File: config.mk
export PLATFORM = sky130hd
export DESIGN_NAME = encdec_apb_ctrl
export DESIGN_NICKNAME = d
export VERILOG_FILES = /design/src/rtl/encdec_apb_ctrl.sv
export SDC_FILE = /design/constraint.sdc
export NUM_CORES = 1
export LEC_CHECK = 0
export ABC_AREA = 0
export CAP_MARGIN = 20
export CORE_AREA = 3 3 161 163
export CTS_BUF_LIST = sky130_fd_sc_hd__clkbuf_8 sky130_fd_sc_hd__clkbuf_16
export CTS_CLUSTER_SIZE = 24
export DETAILED_ROUTE_END_ITERATION = 16
export DIE_AREA = 0 0 164 166
export GPL_ROUTABILITY_DRIVEN = 0
export SYNTH_ARGS = -nofsm -noshare
export SYNTH_HDL_FRONTEND = slang
export SYNTH_SLANG_ARGS = --single-unit
File: constraint.sdc
create_clock -name clk -period 15.66 [get_ports clk]
set_input_delay 3.132 -clock clk [delete_from_list [all_inputs] [get_ports clk]]
set_output_delay 3.132 -clock clk [all_outputs]
set_load 0.005 [all_outputs]
File: src/rtl/encdec_apb_ctrl.sv
// APB register block and start/busy sequencer for the EncDec core.
// Writes are rejected while an operation is in flight and when the value is illegal.
module encdec_apb_ctrl #(
  parameter int AMBA_WORD       = 32,
  parameter int AMBA_ADDR_WIDTH = 20,
  parameter int TIMEOUT_CYCLES  = 64
) (
  input  logic                       clk,
  input  logic                       rst,
  input  logic                       PSEL,
  input  logic                       PENABLE,
  input  logic                       PWRITE,
  input  logic [AMBA_ADDR_WIDTH-1:0] PADDR,
  input  logic [AMBA_WORD-1:0]       PWDATA,
  output logic [AMBA_WORD-1:0]       PRDATA,
  output logic                       PREADY,
  output logic                       PSLVERR,
  output logic [AMBA_WORD-1:0]       ctrl,
  output logic [AMBA_WORD-1:0]       data_in,
  output logic [AMBA_WORD-1:0]       codeword_width,
  output logic [AMBA_WORD-1:0]       noise,
  output logic                       start,
  output logic                       busy,
  input  logic                       operation_done
);

  // state | meaning
  // IDLE  | no operation, writes accepted
  // START | one-cycle start pulse to the core
  // BUSY  | waiting for operation_done or timeout
  typedef enum logic [1:0] {IDLE, START, BUSY} state_t;

  localparam int CNT_W = (TIMEOUT_CYCLES > 2) ? $clog2(TIMEOUT_CYCLES) : 1;
  localparam logic [CNT_W-1:0] CNT_LAST = CNT_W'(TIMEOUT_CYCLES - 1);

  localparam logic [1:0] A_CTRL  = 2'b00;
  localparam logic [1:0] A_DATA  = 2'b01;
  localparam logic [1:0] A_CW    = 2'b10;
  localparam logic [1:0] A_NOISE = 2'b11;

  state_t               state_q, state_d;
  logic [CNT_W-1:0]     cnt_q, cnt_d;
  logic                 tflag_q, tflag_d;
  logic [AMBA_WORD-1:0] ctrl_q, ctrl_d, data_q, data_d, cw_q, cw_d, noise_q, noise_d;
  logic [AMBA_WORD-1:0] prdata_q, prdata_d;

  logic [1:0] addr;
  logic       wr_acc, rd_setup, reject, wr_ok;
  logic       unused_addr_bits;

  assign addr             = PADDR[3:2];
  assign unused_addr_bits = ^{PADDR[AMBA_ADDR_WIDTH-1:4], PADDR[1:0]};
  assign wr_acc           = PSEL & PENABLE & PWRITE;
  assign rd_setup         = PSEL & ~PENABLE & ~PWRITE;

  always_comb begin
    reject = (state_q != IDLE)
           || ((addr == A_CW)   && (PWDATA[1:0] == 2'b11))
           || ((addr == A_CTRL) && (PWDATA[1:0] == 2'b11));
  end

  assign wr_ok = wr_acc & ~reject;

  always_comb begin
    state_d  = state_q;
    cnt_d    = cnt_q;
    tflag_d  = tflag_q;
    ctrl_d   = ctrl_q;
    data_d   = data_q;
    cw_d     = cw_q;
    noise_d  = noise_q;
    prdata_d = prdata_q;

    if (wr_ok) begin
      case (addr)
        A_CTRL:  ctrl_d  = PWDATA;
        A_DATA:  data_d  = PWDATA;
        A_CW:    cw_d    = PWDATA;
        default: noise_d = PWDATA;
      endcase
    end

    if (rd_setup) begin
      case (addr)
        A_CTRL:  prdata_d = {state_q != IDLE, tflag_q, ctrl_q[AMBA_WORD-3:0]};
        A_DATA:  prdata_d = data_q;
        A_CW:    prdata_d = cw_q;
        default: prdata_d = noise_q;
      endcase
    end

    case (state_q)
      IDLE: begin
        if (wr_ok && (addr == A_CTRL)) begin
          state_d = START;
          tflag_d = 1'b0;
        end
      end
      START: begin
        state_d = BUSY;
        cnt_d   = '0;
      end
      BUSY: begin
        // A completion arriving on the last counted cycle takes priority over timeout.
        if (operation_done) begin
          state_d = IDLE;
        end else if (cnt_q == CNT_LAST) begin
          state_d = IDLE;
          tflag_d = 1'b1;
        end else begin
          cnt_d = cnt_q + 1'b1;
        end
      end
      default: state_d = IDLE;
    endcase
  end

  always_ff @(posedge clk or posedge rst) begin
    if (rst) begin
      state_q  <= IDLE;
      cnt_q    <= '0;
      tflag_q  <= 1'b0;
      ctrl_q   <= '0;
      data_q   <= '0;
      cw_q     <= '0;
      noise_q  <= '0;
      prdata_q <= '0;
    end else begin
      state_q  <= state_d;
      cnt_q    <= cnt_d;
      tflag_q  <= tflag_d;
      ctrl_q   <= ctrl_d;
      data_q   <= data_d;
      cw_q     <= cw_d;
      noise_q  <= noise_d;
      prdata_q <= prdata_d;
    end
  end

  assign PRDATA         = prdata_q;
  assign PREADY         = PSEL & PENABLE;
  assign PSLVERR        = wr_acc & reject;
  assign ctrl           = ctrl_q;
  assign data_in        = data_q;
  assign codeword_width = cw_q;
  assign noise          = noise_q;
  assign start          = (state_q == START);
  assign busy           = (state_q != IDLE);

endmodule

# Yosys cells after proc, flatten, opt, wreduce, memory -nomap -nowiden
# Index checks and enable logic that the tools add are counted.
dict set report op_classes {
  add_sub_neg 1
  n_eq_ne 11
  mux 12
  bitwise 10
  reduce_logical 18
}
# operator count
set ops {}
lappend ops {{32-bit one-hot mux with 3 select lines} 1}
lappend ops {{6-bit two-way mux} 2}
lappend ops {{6-bit one-hot mux with 2 select lines} 1}
lappend ops {{2-bit AND reduction} 5}
lappend ops {{2-bit != test (second input constant)} 4}
lappend ops {{6-bit by 1-bit adder with 6-bit output (second input constant)} 1}
lappend ops {{1-bit AND} 6}
lappend ops {{2-bit == test (second input constant)} 3}
lappend ops {{6-bit == test (second input constant)} 1}
lappend ops {{2-bit two-way mux} 3}
lappend ops {{2-bit one-hot mux with 3 select lines} 1}
lappend ops {{2-bit nonzero test} 3}
lappend ops {{2-bit by 1-bit == test with 1-bit output (second input constant)} 2}
lappend ops {{2-bit zero test} 2}
lappend ops {{1-bit NOT} 4}
lappend ops {{4-bit AND reduction} 1}
lappend ops {{1-bit logical AND} 3}
lappend ops {{1-bit two-way mux} 3}
lappend ops {{3-bit != test (second input constant)} 1}
lappend ops {{3-bit AND reduction} 1}
lappend ops {{3-bit OR reduction} 1}
lappend ops {{1-bit logical OR} 2}
lappend ops {{1-bit one-hot mux with 2 select lines} 1}
dict set report word_totals {
  register_bits 169
  inputBits 58
  out_inout_bits 164
}

# Depth between registers and ports, before layout
# Gate-level depths: netlist of the first run.
dict set report logic_depth {
  word_depth 9
  depth_mapped 7
}

# Worst setup path before layout of the first run
# No wires, ideal clock.
dict set report synth_timing {
  kind {input-to-output}
  from {input PADDR[2]}
  to {output PSLVERR}
  arrival_time_ps 3784
  path_slack_ps 8744
  path_stages 4
  cell_sequence {buf_4 buf_4 o21ai_0 and3_1}
}
dict set report synth_via {
  elab_chain_cells 5
  elab_cells_between_ends 7
  cone_classes {eq/ne (1); bitwise (1); reduce/logical (5)}
}
# item line
set synth_lines {}
lappend synth_lines {{start, declared} 13} ;# input logic [AMBA_ADDR_WIDTH-1:0] PADDR,
lappend synth_lines {{2-bit == test} 58} ;# || ((addr == A_CW) && (PWDATA[1:0] == 2'b11))
lappend synth_lines {{1-bit logical AND} 58}
lappend synth_lines {{1-bit logical OR} 58}
lappend synth_lines {{1-bit logical OR *} 59} ;# || ((addr == A_CTRL) && (PWDATA[1:0] == 2'b11));
lappend synth_lines {{1-bit AND *} 142} ;# assign PSLVERR = wr_acc & reject;
lappend synth_lines {{end, declared} 17} ;# output logic PSLVERR,
# Every way passes the cells marked *; elsewhere a longest branch is shown, timed or not.

# Worst setup path after layout of the first run
# Ends and elaborated chain as after synthesis.

==> impl_metrics.env, run 1 <==
export IMPL_overflow=0
export IMPL_initialDrtViolationCount=184
export IMPL_io_pins=222
export IMPL_fp_dieH_um=166
export IMPL_cts_tree="yes"
export IMPL_route_antenna_remaining_nets=0
export IMPL_pre_cts_slack_ns=7.69
export IMPL_reg2reg_slack_ns=12.75
export IMPL_hpwl_mm=13.6
export IMPL_setup_violations_final=0
export IMPL_grt_max_degree=95
export IMPL_die_x_um=164
export IMPL_crit_required_ns=12.53
export IMPL_max_freq_mhz=126
export IMPL_holdBufCountCts=0
export IMPL_finish_utilization_pct=42.3
export IMPL_timing_critical_path_from="PADDR[2]"
export IMPL_worstPathArrival_ns=4.79
export IMPL_timing_final_crit_share_pct=50.6
export IMPL_cp_endpoint="PSLVERR"
export IMPL_ctsResizeCount=0
export IMPL_wl_mm=20.2
export IMPL_endpoint_kind="output port"
export IMPL_r2r_start="state_q[0]"
export IMPL_timing_hold_violations_final=0
export IMPL_syn_nets=510
export IMPL_dieArea_mm2=0.0272
export IMPL_power_density_mw_per_mm2=188
export IMPL_grt_use_total_pct=15.3
export IMPL_worstPathMaxFanout=36
export IMPL_p_switching_mw=0.535
export IMPL_yosys_warnings=0
export IMPL_grt_pass1_wl_mm=32.1
export IMPL_cts_sinks=169
export IMPL_cap_violations=0
export IMPL_report_final_slew_viol_count=0
export IMPL_wl_per_cell_um=20.4
export IMPL_grt_pass1_vias=5344
export IMPL_hp_class="flop to flop"
export IMPL_htree_levels=4
export IMPL_drive_gt1_share_pct=36.1
export IMPL_avgSynthCellArea_um2=16.4
export IMPL_hold_depth=1
export IMPL_clockBufferDepth=2
export IMPL_rows=57
export IMPL_yosysUniqueCellTypes=37
export IMPL_initial_core_util_pct=30.0
export IMPL_drc_errors=0
export IMPL_numPortBuffers=203
export IMPL_ys_seq_elements=169
export IMPL_swShare_pct=27.4
export IMPL_post_cts_setup_buffer_count=0
export IMPL_total_power_mw=1.95
export IMPL_placed_area_mm2=0.00969
export IMPL_combPwrFrac_pct=37.2
export IMPL_synth_seq_area_share_pct=57.6
export IMPL_tritoncts_num_buffers=17
export IMPL_ir_worst_vdd_v=0.0000799
export IMPL_antenna_found_initial=0
export IMPL_pwr_share_seq_pct=39.5
export IMPL_tightestPinTransition_ns=0.975
export IMPL_num_antenna_cells=0
export IMPL_relSlewSlack_pct=35.0
export IMPL_synthesis_area_mm2=0.00734
export IMPL_r2r_end="state_q[0]"
export IMPL_core_area_mm2=0.0245
export IMPL_fin_crit_ns=7.92
export IMPL_p_int_mw=1.42
export IMPL_rr_worst_depth=8
export IMPL_final_cell_area_mm2=0.0104
export IMPL_nFillCells=2207
export IMPL_viasPerCell=4.77
export IMPL_skew_ns=0.0115
export IMPL_fin_ws_ns=7.74
export IMPL_status="completed"
export IMPL_clk_pin_slew_ns=0.06
export IMPL_final_nets=717
export IMPL_critical_path_class="input port to output port"
export IMPL_leakage_nw=4.48
export IMPL_vias=4727
export IMPL_clkLatencyLatePin_ns=0.42
export IMPL_clockPowerShare_pct=23.3
export IMPL_startpoint_type="input port"
export IMPL_cts_root_buf="clkbuf_16"
export IMPL_rsz0062_at_grt="no"
export IMPL_syn2layout_area_growth_pct=41.0
export IMPL_setup_tns_ns=0
export IMPL_drtPass1Iterations=4
export IMPL_synth_cells=447
## through the flow
| step | cells | hold slack (ns) |
|---|---|---|
| detailed placement | 957 | 0.498 |
| finish | 991 | 0.508 |
| CTS | 989 | 0.515 |
| global route | 991 | 0.529 |
| floorplan | 447 | 0.501 |
| global placement | 957 | 0.493 |
## how the worst min path moves through the flow
stage	startpoint	endpoint	slack, ns
global placement	ctrl[31]	ctrl[31]	0.49
CTS	PRDATA[7]	PRDATA[7]	0.51
detailed placement	PRDATA[17]	PRDATA[17]	0.50
floorplan	ctrl[23]	ctrl[23]	0.50
finish	PRDATA[7]	PRDATA[7]	0.51
global route	PRDATA[8]	PRDATA[8]	0.53
## critical path: stages
cell,delay (ns)
buf_2,0.08
buf_4,0.63
o21ai_0,0.21
and3_1,0.23
clkdlybuf4s50_1,0.49
## power groups by stage
stage                     registers, mW  logic (mW)  clock network [mW]
after floorplan                   0.757       0.266                   0
after global placement            0.763       0.730                   0
after detailed placement          0.781       0.739                   0
after CTS                         0.774       0.742               0.470
after global routing              0.799       0.782               0.488
final                             0.770       0.727               0.454
## final cells by class
type	count	area (um2)	share of cell area, %
multi-input cells	246	2940	28.4
clock inverters	14	194	1.87
well taps	324	405	3.92
inverters	6	27.5	0.266
flip-flops and latches	169	4230	40.9
clock buffers	18	439	4.24
repair buffers	214	2120	20.5
## cells in the mapped netlist (all sizes together)
cell type,number,share of area (%)
and3,3,0.26
nor4,1,0.085
o311ai,1,0.12
nor2b,2,0.17
o2bb2ai,1,0.12
a211o,1,0.12
nor3b,3,0.53
clkbuf,4,0.20
nand4,1,0.085
a31o,1,0.12
o211a,1,0.14
a21oi,6,0.46
nand2,6,0.31
and4b,1,0.14
nor3,2,0.14
and2,1,0.085
nand3b,1,0.10
ha,5,0.85
nor2,1,0.051
mux2i,1,0.14
dfrtp,169,58
mux2,162,25
inv,6,0.31
mux4,32,9.8
buf,22,2.0
a41oi,2,0.24
o221ai,1,0.12
nand3,9,0.75
o21ai,1,0.068
## routing by layer
layer  global-route usage (%)  vias up  part of all wire (%)
li1                         -     2082                     -
met1                     18.4     2495                    41
met2                     26.8      137                    52
met3                     3.99       13                   5.7
met4                     4.27        0                  0.99
met5                        0        -                     0
## state kept, by name (all words and copies together), names as in the netlist
| signal | flops |
|---|---|
| PRDATA | 32 |
| data_in | 32 |
| noise | 32 |
| ctrl | 32 |
| cnt_q | 6 |
| tflag_q | 1 |
| codeword_width | 32 |
| state_q | 2 |
## cells by family (layout without fill, tap and decap cells)
family,Yosys count,in the layout,synth area share [%]
buf+inv,32,252,2.52
flops,169,169,57.6
compound gates,15,15,1.50
fa+ha+maj,5,5,0.852
mux,195,195,34.8
simple gates,31,31,2.69
## layout by cell type (no fill, tap or decap), types with 3 or more instances in the layout
cell / netlist / final
buf_4: 6 / 9
clkdlybuf4s50_1: 0 / 201
a21oi_1: 5 / 5
bufinv_16: 0 / 4
inv_6: 0 / 5
mux2_2: 159 / 159
and3_1: 3 / 3
ha_1: 5 / 5
mux2_1: 3 / 3
dfrtp_1: 169 / 169
nand2_1: 6 / 6
mux4_2: 32 / 32
inv_1: 6 / 7
clkbuf_16: 0 / 17
nand3_1: 7 / 7
(Power assumes the default switching activity.)
==> run 2: changes to the inputs <==
==> constraint.sdc (replaced) <==
create_clock -name clk -period 7.3 [get_ports clk]
set_input_delay 1.46 -clock clk [delete_from_list [all_inputs] [get_ports clk]]
set_output_delay 1.46 -clock clk [all_outputs]
set_load 0.005 [all_outputs]
==> run 2 against run 1 <==
Largest power group unchanged. Die area is the same. Total power grew 110%. Via count up 1.7%.
==> impl_metrics.env, run 2 (synthesis gave the netlist of run 1 again) <==
export IMPL_cts_root_buf="clkbuf_16"
export IMPL_vias=4805
export IMPL_drc_errors=0
export IMPL_grt_pass1_vias=5245
export IMPL_clockBufferDepth=2
export IMPL_fin_crit_ns=4.44
export IMPL_worstPathMaxFanout=6
export IMPL_core_area_mm2=0.0245
export IMPL_report_final_slew_viol_count=0
export IMPL_tritoncts_num_buffers=17
export IMPL_overflow=0
export IMPL_rsz0062_at_grt="no"
export IMPL_p_int_mw=2.89
export IMPL_htree_levels=4
export IMPL_total_power_mw=4.06
export IMPL_grt_pass1_wl_mm=32.4
export IMPL_crit_path_frequent_cell="clkdlybuf4s50_1"
export IMPL_final_common_cell="clkdlybuf4s50_1"
export IMPL_timing_final_crit_share_pct=60.8
export IMPL_mostFrequentLayoutCells="clkdlybuf4s50_1 (201), dfrtp_1 (169), mux2_2 (159)"
export IMPL_syn2layout_area_growth_pct=40.1
export IMPL_max_freq_mhz=225
export IMPL_grt_use_total_pct=15.5
export IMPL_die_x_um=164
export IMPL_fp_dieH_um=166
export IMPL_tightestPinTransition_ns=0.746
export IMPL_slowest_stage="clkdlybuf4s50_1"
export IMPL_power_density_mw_per_mm2=395
export IMPL_holdBufCountCts=0
export IMPL_wl_mm=20.6
export IMPL_cts_tree="yes"
export IMPL_leakage_nw=4.44
export IMPL_clockPowerShare_pct=20.9
export IMPL_status="completed"
export IMPL_drtPass1Iterations=5
export IMPL_crit_required_ns=5.84
export IMPL_critPathTopFamily="buffers and inverters"
export IMPL_startpoint_type="input port"
export IMPL_ir_worst_vdd_v=0.000171
export IMPL_skew_ns=0.0108
export IMPL_fin_hold_ws_ns=0.506
export IMPL_timing_hold_violations_final=0
export IMPL_initialDrtViolationCount=207
export IMPL_combPwrFrac_pct=38.5
export IMPL_cap_violations=0
export IMPL_max_stage_delay_ns=0.60
export IMPL_io_pins=222
export IMPL_dieArea_mm2=0.0272
export IMPL_endpoint_kind="output port"
export IMPL_critical_path_class="input port to output port"
export IMPL_antenna_found_initial=0
export IMPL_rows=57
export IMPL_numPortBuffers=203
export IMPL_grt_max_degree=111
export IMPL_hpwl_mm=13.7
export IMPL_nFillCells=2201
export IMPL_cts_sinks=169
export IMPL_num_antenna_cells=0
export IMPL_clkLatencyLatePin_ns=0.42
export IMPL_swShare_pct=28.8
export IMPL_viasPerCell=4.85
export IMPL_timing_critical_path_buf_inv=2
export IMPL_crit_chain="clkdlybuf4s50_1, nand2_1, o21ai_0, and3_1, clkdlybuf4s50_1"
export IMPL_drive_gt1_share_pct=36.3
export IMPL_ctsResizeCount=0
export IMPL_route_antenna_remaining_nets=0
export IMPL_setup_tns_ns=0
export IMPL_hp_class="flop to flop"
export IMPL_setup_violations_final=0
export IMPL_clk_pin_slew_ns=0.07
export IMPL_relSlewSlack_pct=50.3
export IMPL_pwr_share_seq_pct=40.6
export IMPL_wl_per_cell_um=20.8
export IMPL_initial_core_util_pct=30.0
export IMPL_final_nets=717
export IMPL_worstPathArrival_ns=2.98
export IMPL_post_cts_setup_buffer_count=0
export IMPL_p_switching_mw=1.17
==> run 2: changes by cell type in the layout (fill, tap and decap cells not counted) <==
cell / previous run / this run
buf_16: 0 / 1
inv_1: 7 / 6
buf_4: 9 / 8
clkbuf_8: 1 / 0
clkinvlp_4: 2 / 3
clkinv_4: 0 / 3
inv_6: 5 / 6
clkinv_2: 1 / 2
bufinv_16: 4 / 0
==> run 2: area by class of cell <==
cell class	count	area, um2	area share, %
inverters	6	27.5	0.268
well taps	324	405	3.94
clock buffers	17	425	4.14
multi-input cells	246	2940	28.6
flip-flops and latches	169	4230	41.1
clock inverters	15	118	1.14
repair buffers	214	2140	20.8
==> run 2: worst paths after layout <==
path,from,depth (start not counted),end,slack (ns)
worst max-delay path,PWDATA[1],5,PSLVERR,2.86
worst min-delay path,PRDATA[7],1,PRDATA[7],0.51
worst max register to register,state_q[1],7,data_in[25],4.50
worst min register to register,PRDATA[7],1,PRDATA[7],0.51
max in group asynchronous,rst,4,ctrl[3],4.44
min in group asynchronous,rst,2,PRDATA[10],1.32
==> run 2: worst reg2reg max path: stages (launching register included) <==
cell and delay [ns]:
dfrtp_1 0.40, inv_1 0.11, ha_1 0.28, nand4_1 0.29, nor3b_4 0.65, buf_8 0.24
buf_4 0.33, mux2_2 0.39
==> run 2: per-stage QoR <==
stage | setup slack (ns) | util [%] | cell area [um2] | instances
2_1_floorplan | 1.26 | - | 7340 | 447
3_3_place_gp | 2.74 | 39.6 | 9680 | 956
3_5_place_dp | 2.65 | 39.6 | 9700 | 957
4_1_cts | 2.82 | 41.9 | 10200 | 989
5_1_grt | 2.72 | 42.0 | 10300 | 991
6_report | 2.86 | 42.0 | 10300 | 991
==> run 2: power groups by stage <==
stage,Clock [mW],Sequential (mW),Combinational [mW]
finish,0.847,1.65,1.57
global route,0.920,1.71,1.69
CTS,0.879,1.65,1.59
detailed placement,0,1.67,1.59
global placement,0,1.64,1.56
floorplan,0,1.62,0.571
==> run 2: metal layers <==
layer  vias to the layer above  wire length (um)  GRT usage (%)
li1                       2088                 -              -
met1                      2551              8520           19.5
met2                       147             10600           26.4
met3                        19              1270           4.46
met4                         0               250           4.01
met5                         -                 0              0
